## config.mk

```make
export PLATFORM = sky130hd
export DESIGN_NAME = exu_muldiv_seq
export DESIGN_NICKNAME = d
export VERILOG_FILES = /design/src/rtl/exu_muldiv_seq.sv
export SDC_FILE = /design/constraint.sdc
export NUM_CORES = 1
export LEC_CHECK = 0
export CAP_MARGIN = 20
export CELL_PAD_IN_SITES_DETAIL_PLACEMENT = 0
export CELL_PAD_IN_SITES_GLOBAL_PLACEMENT = 1
export CORE_UTILIZATION = 49
export CTS_CLUSTER_DIAMETER = 50
export DETAILED_ROUTE_END_ITERATION = 6
export GPL_ROUTABILITY_DRIVEN = 0
export PLACE_DENSITY = 0.95
export SETUP_SLACK_MARGIN = 0.1
export SLEW_MARGIN = 25
export SYNTH_ARGS = -nofsm -noshare
export SYNTH_HDL_FRONTEND = slang
export SYNTH_SLANG_ARGS = --single-unit
```

## constraint.sdc

```tcl
create_clock -name clk -period 21.2 [get_ports clk]
set_input_delay 6.36 -clock clk [delete_from_list [all_inputs] [get_ports clk]]
set_output_delay 6.36 -clock clk [all_outputs]
set_load 0.1 [all_outputs]
```

## src/rtl/exu_muldiv_seq.sv

```systemverilog
// exu_muldiv_seq: iterative RV M-extension multiply/divide unit with valid/ready handshakes and flush.
// Define EXU_MULDIV_EARLY_EN to let trivial operand cases skip the iteration loop.
module exu_muldiv_seq #(
    parameter int XLEN  = 32,
    parameter int TAG_W = 5
) (
    input  logic             clk,
    input  logic             rst,
    input  logic             in_valid,
    output logic             in_ready,
    input  logic [2:0]       in_op,
    input  logic [XLEN-1:0]  in_src1,
    input  logic [XLEN-1:0]  in_src2,
    input  logic [TAG_W-1:0] in_tag,
    input  logic             flush,
    output logic             out_valid,
    input  logic             out_ready,
    output logic [XLEN-1:0]  out_result,
    output logic [TAG_W-1:0] out_tag,
    output logic             busy
);
    localparam int CW = $clog2(XLEN);
    typedef enum logic [1:0] {IDLE, CALC, FIX, DONE} state_t;

    state_t            state_q, state_d;
    logic [CW-1:0]     cnt_q, cnt_d;
    logic [2:0]        op_q, op_d;
    logic [XLEN-1:0]   opd_q, opd_d, src1_q, src1_d;
    logic [2*XLEN-1:0] acc_q, acc_d;
    logic              neg_q, neg_d, rneg_q, rneg_d, div0_q, div0_d;
    logic              in_ready_q, in_ready_d, out_valid_q, out_valid_d, busy_q, busy_d;
    logic [XLEN-1:0]   out_result_q, out_result_d;
    logic [TAG_W-1:0]  out_tag_q, out_tag_d;

    logic              sgn1, sgn2, s1neg, s2neg, in_div0, early;
    logic [XLEN-1:0]   mag_a, mag_b;
    logic [2*XLEN-1:0] acc_init, mul_next, div_next, prod;
    logic [XLEN:0]     mul_sum, div_sh, div_diff;
    logic [XLEN-1:0]   qv, rv, fix_res;

    assign sgn1     = in_op[2] ? ~in_op[0] : (in_op == 3'd1 || in_op == 3'd2);
    assign sgn2     = in_op[2] ? ~in_op[0] : (in_op == 3'd1);
    assign s1neg    = sgn1 & in_src1[XLEN-1];
    assign s2neg    = sgn2 & in_src2[XLEN-1];
    assign mag_a    = s1neg ? -in_src1 : in_src1;
    assign mag_b    = s2neg ? -in_src2 : in_src2;
    assign in_div0  = in_op[2] & (in_src2 == {XLEN{1'b0}});

`ifdef EXU_MULDIV_EARLY_EN
    localparam logic [XLEN-1:0] MIN_NEG = {1'b1, {(XLEN-1){1'b0}}};
    logic ovf;
    assign ovf   = sgn1 && in_src1 == MIN_NEG && in_src2 == {XLEN{1'b1}};
    assign early = in_op[2] ? (in_div0 || ovf || mag_a < mag_b)
                            : (in_src1 == {XLEN{1'b0}} || in_src2 == {XLEN{1'b0}});
`else
    assign early = 1'b0;
`endif

    // Early-out cases preload the accumulator with the final magnitudes so FIX stays generic.
    assign acc_init = in_op[2] ? ((early && mag_a < mag_b) ? {mag_a, {XLEN{1'b0}}} : {{XLEN{1'b0}}, mag_a})
                               : (early ? {2*XLEN{1'b0}} : {{XLEN{1'b0}}, mag_b});

    assign mul_sum  = {1'b0, acc_q[2*XLEN-1:XLEN]} + (acc_q[0] ? {1'b0, opd_q} : {(XLEN+1){1'b0}});
    assign mul_next = {mul_sum, acc_q[XLEN-1:1]};
    assign div_sh   = acc_q[2*XLEN-1:XLEN-1];
    assign div_diff = div_sh - {1'b0, opd_q};
    assign div_next = {div_diff[XLEN] ? div_sh[XLEN-1:0] : div_diff[XLEN-1:0], acc_q[XLEN-2:0], ~div_diff[XLEN]};

    assign prod    = neg_q ? -acc_q : acc_q;
    assign qv      = div0_q ? {XLEN{1'b1}} : (neg_q ? -acc_q[XLEN-1:0] : acc_q[XLEN-1:0]);
    assign rv      = div0_q ? src1_q : (rneg_q ? -acc_q[2*XLEN-1:XLEN] : acc_q[2*XLEN-1:XLEN]);
    assign fix_res = op_q[2] ? (op_q[1] ? rv : qv)
                             : (op_q == 3'd0 ? prod[XLEN-1:0] : prod[2*XLEN-1:XLEN]);

    always_comb begin
        state_d      = state_q;
        cnt_d        = cnt_q;
        op_d         = op_q;
        opd_d        = opd_q;
        src1_d       = src1_q;
        acc_d        = acc_q;
        neg_d        = neg_q;
        rneg_d       = rneg_q;
        div0_d       = div0_q;
        out_result_d = out_result_q;
        out_tag_d    = out_tag_q;
        if (flush) begin
            state_d = IDLE;
        end else if (state_q == IDLE && in_valid && in_ready_q) begin
            state_d   = early ? FIX : CALC;
            cnt_d     = '0;
            op_d      = in_op;
            opd_d     = in_op[2] ? mag_b : mag_a;
            src1_d    = in_src1;
            acc_d     = acc_init;
            neg_d     = s1neg ^ s2neg;
            rneg_d    = s1neg;
            div0_d    = in_div0;
            out_tag_d = in_tag;
        end else if (state_q == CALC) begin
            acc_d = op_q[2] ? div_next : mul_next;
            cnt_d = cnt_q + 1'b1;
            state_d = (cnt_q == CW'(XLEN-1)) ? FIX : CALC;
        end else if (state_q == FIX) begin
            out_result_d = fix_res;
            state_d      = DONE;
        end else if (state_q == DONE && out_ready) begin
            state_d = IDLE;
        end
        in_ready_d  = state_d == IDLE;
        out_valid_d = state_d == DONE;
        busy_d      = state_d == CALC || state_d == DONE;
    end

    always_ff @(posedge clk or posedge rst) begin
        if (rst) begin
            state_q      <= IDLE;
            cnt_q        <= '0;
            op_q         <= '0;
            opd_q        <= '0;
            src1_q       <= '0;
            acc_q        <= '0;
            neg_q        <= 1'b0;
            rneg_q       <= 1'b0;
            div0_q       <= 1'b0;
            in_ready_q   <= 1'b1;
            out_valid_q  <= 1'b0;
            busy_q       <= 1'b0;
            out_result_q <= '0;
            out_tag_q    <= '0;
        end else begin
            state_q      <= state_d;
            cnt_q        <= cnt_d;
            op_q         <= op_d;
            opd_q        <= opd_d;
            src1_q       <= src1_d;
            acc_q        <= acc_d;
            neg_q        <= neg_d;
            rneg_q       <= rneg_d;
            div0_q       <= div0_d;
            in_ready_q   <= in_ready_d;
            out_valid_q  <= out_valid_d;
            busy_q       <= busy_d;
            out_result_q <= out_result_d;
            out_tag_q    <= out_tag_d;
        end
    end

    assign in_ready   = in_ready_q;
    assign out_valid  = out_valid_q;
    assign busy       = busy_q;
    assign out_result = out_result_q;
    assign out_tag    = out_tag_q;
endmodule

```

==> impl_metrics.py <==
metrics = {
    "grt": {
        "grt_max_degree": 109,
        "antenna_found_initial": 1,
        "overflow": 0,
        "grt_pass1_wl_um": 82000,
        "first_global_vias": 14162,
        "grtUsageTotal_pct": 32.0,
    },
    "worst_setup_path": {
        "crit_fanout": 4,
        "rr_worst_depth": 13,
        "cp.arrival_ns": 9.71,
        "cp-start-kind": "input port",
        "end_kind": "flop",
        "crit_type": "input port to flop",
        "crit_required_ns": 21.49,
    },
    "sta": {
        "worst_slack_ns": 11.79,
        "final.setup.tns_ns": 0,
        "skew_ns": 0.0116,
        "worstMarginPinSlew_ns": 1.03,
        "fin_crit_sh_pct": 44.4,
        "fmax_mhz": 106,
        "slew_violations": 0,
        "rsz0062_at_grt": "no",
        "finalSetupViolCount": 0,
        "period_needed_ns": 9.41,
        "slew_headroom_pct": 31.4,
        "final-hold-violation-count": 0,
    },
    "detailed_routing": {
        "num_vias": 15810,
        "drt_first_iter_violations": 1934,
        "wl_per_cell_um": 21.3,
        "dr.pass1.iters": 6,
        "ant_nets": 0,
        "drc": 0,
        "totalWireLength_um": 52700,
        "viasPerCell": 6.38,
    },
    "clocking": {
        "numCtsBuffers": 17,
        "ctsHtreeMaxLevel": 4,
        "cts-resized-gates": 0,
        "clock_latency_ns": 0.45,
        "cts_tree": "done",
        "postCtsSetupRepairBufs": 0,
        "clkTransAtPathRegs_ns": 0.07,
        "hold_buffers": 0,
        "cts_root_buf": "clkbuf_16",
        "cts_sinks": 180,
        "clk_path_buf_depth": 2,
    },
    "place": {
        "io_buffers": 116,
        "hpwlAfterDp_um": 39000,
        "place_ws_ns": 11.41,
        "dp_cells": 2445,
    },
    "logic_synthesis": {
        "ys_types": 74,
        "async_flop_share_pct": 100,
        "syn_inst": 2054,
        "synth-main-ff-cell": "dfrtp_1",
        "synth_edf_count": 0,
        "ys_ff_latch": 180,
        "syn_nets": 2203,
        "syn_area_um2": 15800,
        "ys_seq_area_share_pct": 28.6,
        "synth-warning-count": 0,
        "syn_area_per_cell_um2": 7.67,
    },
    "die": {
        "die-height_um": 181,
        "die_w_um": 181,
        "rows": 65,
        "io_pins": 117,
        "initial_utilization_pct": 49.8,
        "core_area_um2": 31600,
        "dieArea_um2": 32900,
    },
    "flow_run": {
        "cap_viol_max_count": 0,
    },
    "min_path": {
        "hp-class": "flop to flop",
        "holdPathStages": 2,
    },
    "finish": {
        "final_nets": 2211,
        "drive_above_1_share_pct": 4.72,
        "insertedDiodeCount": 0,
        "layout.cells.non_filler": 2477,
        "syn2layout_area_growth_pct": 11.6,
    },
    "outcome": {
        "status": "finished, final reports clean",
    },
    "power_and_ir_drop": {
        "p_per_area_nw_per_um2": 126,
        "ir_drop_mv": 0.0758,
        "power_mw": 2.21,
        "p_leak_nw": 7.51,
    },
}
area by class of cell:
class	count	area, um^2
Sequential cell	180	4510
Clock buffer	20	447
Tap cell	402	503
Timing Repair Buffer	139	1330
Multi-Input combinational cell	1663	10500
Clock inverter	12	96.3
Fill cell	2961	14000
Inverter	61	236
worst max-delay path: stages:
cell	delay, ns
clkdlybuf4s50_1	0.47
nor4_1	0.36
nand3_1	0.19
or4_1	0.57
or4_1	0.53
nor2b_1	0.29
nand2_1	0.17
o31ai_1	0.31
xnor2_1	0.12
o21ai_0	0.18
o221ai_1	0.13
sequential cells by signal (all words and copies together), names as in the netlist, 2 cells and up:
register	cells
out_tag	5
state_q	2
out_result	32
op_q	3
cnt_q	5
opd_q	32
src1_q	32
acc_q	64
power breakdown:
group	internal, mW	total (mW)	switching [mW]
clock	0.155	0.312	0.156
combinational	0.515	1.30	0.785
sequential	0.425	0.599	0.174
total	1.10	2.21	1.12
logic make-up (layout without fill, tap and decap cells):
logic type               Yosys count  in the layout  share of synthesized area (%)
flip-flops                       180            180                           28.6
adder cells (fa/ha/maj)           72             72                           5.81
buffers and inverters            211            232                           5.23
AND/OR/NAND/NOR                  703            703                           20.2
multiplexers                      44             44                           2.81
AO/OA/AOI/OAI                    638            638                           25.9
XOR/XNOR                         206            206                           11.4
stage by stage:
| stage | cell area (um^2) | utilization [%] | hold slack [ns] |
|---|---|---|---|
| floorplan | 15800 | - | 0.440 |
| global placement | 17000 | 53.9 | 0.460 |
| detailed placement | 17000 | 53.9 | 0.466 |
| CTS | 17600 | 55.6 | 0.483 |
| global route | 17600 | 55.6 | 0.505 |
| finish | 17600 | 55.6 | 0.480 |
cells in the mapped netlist (all sizes together), types with 29 or more instances:
| library cell | n | share of area [%] |
|---|---|---|
| o211ai | 31 | 1.5 |
| xnor2 | 108 | 6.0 |
| mux2i | 42 | 2.7 |
| o221ai | 30 | 1.7 |
| ha | 70 | 5.6 |
| nor2 | 165 | 3.9 |
| o21ai | 211 | 6.7 |
| dfrtp | 179 | 28 |
| nand2 | 314 | 7.5 |
| xor2 | 98 | 5.4 |
| a21oi | 158 | 5.0 |
| o31ai | 29 | 1.4 |
| clkbuf | 130 | 3.1 |
| nand3 | 57 | 1.8 |
| inv | 60 | 1.4 |
routing by layer:
layer / routed length (um) / track usage [%] / up-vias
li1: - / - / 7368
met1: 23100 / 46.4 / 7520
met2: 22600 / 47.4 / 838
met3: 5680 / 6.69 / 82
met4: 1250 / 9.59 / 2
met5: 13 / 0 / -
final timing paths:
path / start / to / slack (ns)
max: in_src2[3] / acc_q[29]$_DFFE_PP0P_ / 11.79
min in group asynchronous: rst / state_q[0]$_DFF_PP0_ / 6.46
min reg2reg: out_result[0]$_DFFE_PP0P_ / out_result[0]$_DFFE_PP0P_ / 0.48
max reg2reg: acc_q[31]$_DFFE_PP0P_ / acc_q[50]$_DFFE_PP0P_ / 16.60
max in group asynchronous: rst / neg_q$_DFFE_PP0P_ / 13.45
min: out_result[0]$_DFFE_PP0P_ / out_result[0]$_DFFE_PP0P_ / 0.48
layout by cell type (no fill, tap or decap), drive strengths merged, types with 10 or more instances in the layout:
cell type	netlist	routed
and3	10	10
xor2	98	98
inv	60	65
nand3	57	57
clkbuf	130	20
o211ai	31	31
a22oi	20	20
nand2b	19	19
a211oi	20	20
or3	17	17
o41ai	20	20
o21ai	211	211
nand4	10	10
o31ai	29	29
or4	18	18
nand2	314	314
mux2i	42	42
nor4	20	20
or2	16	16
o221ai	30	30
nor2	165	165
ha	70	70
nor3	21	21
clkdlybuf4s50	0	115
a21o	27	27
and2	10	10
xnor2	108	108
buf	20	24
a31oi	14	14
nor2b	13	13
o21a	10	10
a21oi	158	158
a221o	19	19
dfrtp	179	179
a221oi	13	13
(Power assumes the default switching activity.)
==> RTL change: new RTL, config.mk and constraints unchanged <==
Build with the macro `EXU_MULDIV_EARLY_EN` defined.
--- a/src/rtl/exu_muldiv_seq.sv
+++ b/src/rtl/exu_muldiv_seq.sv
@@ -1,5 +1,7 @@
 // exu_muldiv_seq: iterative RV M-extension multiply/divide unit with valid/ready handshakes and flush.
 // Define EXU_MULDIV_EARLY_EN to let trivial operand cases skip the iteration loop.
+`define EXU_MULDIV_EARLY_EN
+
 module exu_muldiv_seq #(
     parameter int XLEN  = 32,
     parameter int TAG_W = 5
Formal check against the unedited RTL: not equivalent (a bounded check fails within 4 cycles, from zero or initial values and one cycle with rst high).
==> RTL change against the original RTL <==
  * Sequential cell count unchanged
  * Sequential power increased by 21%
  * Area after synthesis increased by 8.8%
  * Total power increased by 52%
  * Routed wire length increased by 19%
  * Cell area increased by 8.2%
  * Final cell count increased by 10%
  * Worst setup slack got worse by 2400 ps
==> RTL change: results <==
[routing]
highest_layer = met4
first_iter_violations = 2202
route.met2.wl_mm = 26.8
wl_met3_mm = 6.35

[min_path]
hp-start = src1_q[27]

[synthesis]
synthMuxAreaShare = 0.0360
synth_commonest_cells = nand2_1 (339), o21ai_0 (215), a21oi_1 (214)
synthAdderAreaFrac = 0.0768
avgSynthCellArea_sq_um = 7.57
synthXorXnorAreaFrac = 0.103
synth_cell_types = 76

[grt]
grt_pass1_vias = 16900
grt_use_total = 0.351
met2_usage = 0.524
grt_pass1_wl_mm = 96.6
grt_use_met3 = 0.0867
antenna_found_initial = 0
grt_max_degree = 121

[worst_setup_path]
cp_slowest_cell = or4_4
startpoint = in_src1[10]
cp.arrival_ps = 12140

[timing]
slew-limit-headroom = 0.270

[place]
place_area_sq_mm = 0.0185

[cells_and_area]
n_fill_cell = 3297
layout-drive-gt1-share = 0.0434

[outcome]
status = finished clean
RTL change: cell types whose count changed after synthesis, moves of 20 or more:
cell      change
o21ai_0      +20
nand2_1      +25
a21oi_1      +56
o221ai_1     -26
a22o_1       +24
ha_1         +32
o211ai_1     +29
RTL change: critical path, delay by kind of cell:
kind | cells | cell delay (ps)
and+or+nand+nor | 8 | 2870
AOI/OAI and AO/OA | 6 | 1590
buffers and inverters | 2 | 810
adders and majority gates | 1 | 310
xor gates and xnor gates | 1 | 170
RTL change: final cells by class:
type                       count  share of cell area
tap                          455              0.0299
clock buffer                  20              0.0235
sequential                   180               0.237
inverter                      67              0.0136
clock inverter                12             0.00493
multi-input combinational   1863               0.621
timing repair buffer         140              0.0704
RTL change: final timing paths:
kind | endpoint | slack, ps | cells after the start
worst max-delay path | acc_q[33] | 9390 | 18
worst min-delay path | src1_q[27] | 480 | 2
worst max register to register | acc_q[0] | 16570 | 14
worst min register to register | src1_q[27] | 480 | 2
max in group asynchronous | op_q[2] | 13200 | 3
min in group asynchronous | opd_q[10] | 6420 | 2
RTL change: where the power goes:
| group | leakage [nW] | total (mW) | internal [mW] | switching (mW) |
|---|---|---|---|---|
| sequential | 2.24 | 0.726 | 0.498 | 0.229 |
| combinational | 5.53 | 2.32 | 0.835 | 1.49 |
| clock | 0.269 | 0.312 | 0.155 | 0.156 |
RTL change: per-stage QoR:
stage	utilization	power (mW)	worst slack (ps)	hold slack (ps)
floorplan	-	2.40	9950	440
global placement	0.537	2.94	9210	457
detailed placement	0.537	2.99	9110	463
CTS	0.552	3.31	9580	479
global route	0.552	3.59	9210	493
finish	0.552	3.36	9390	476
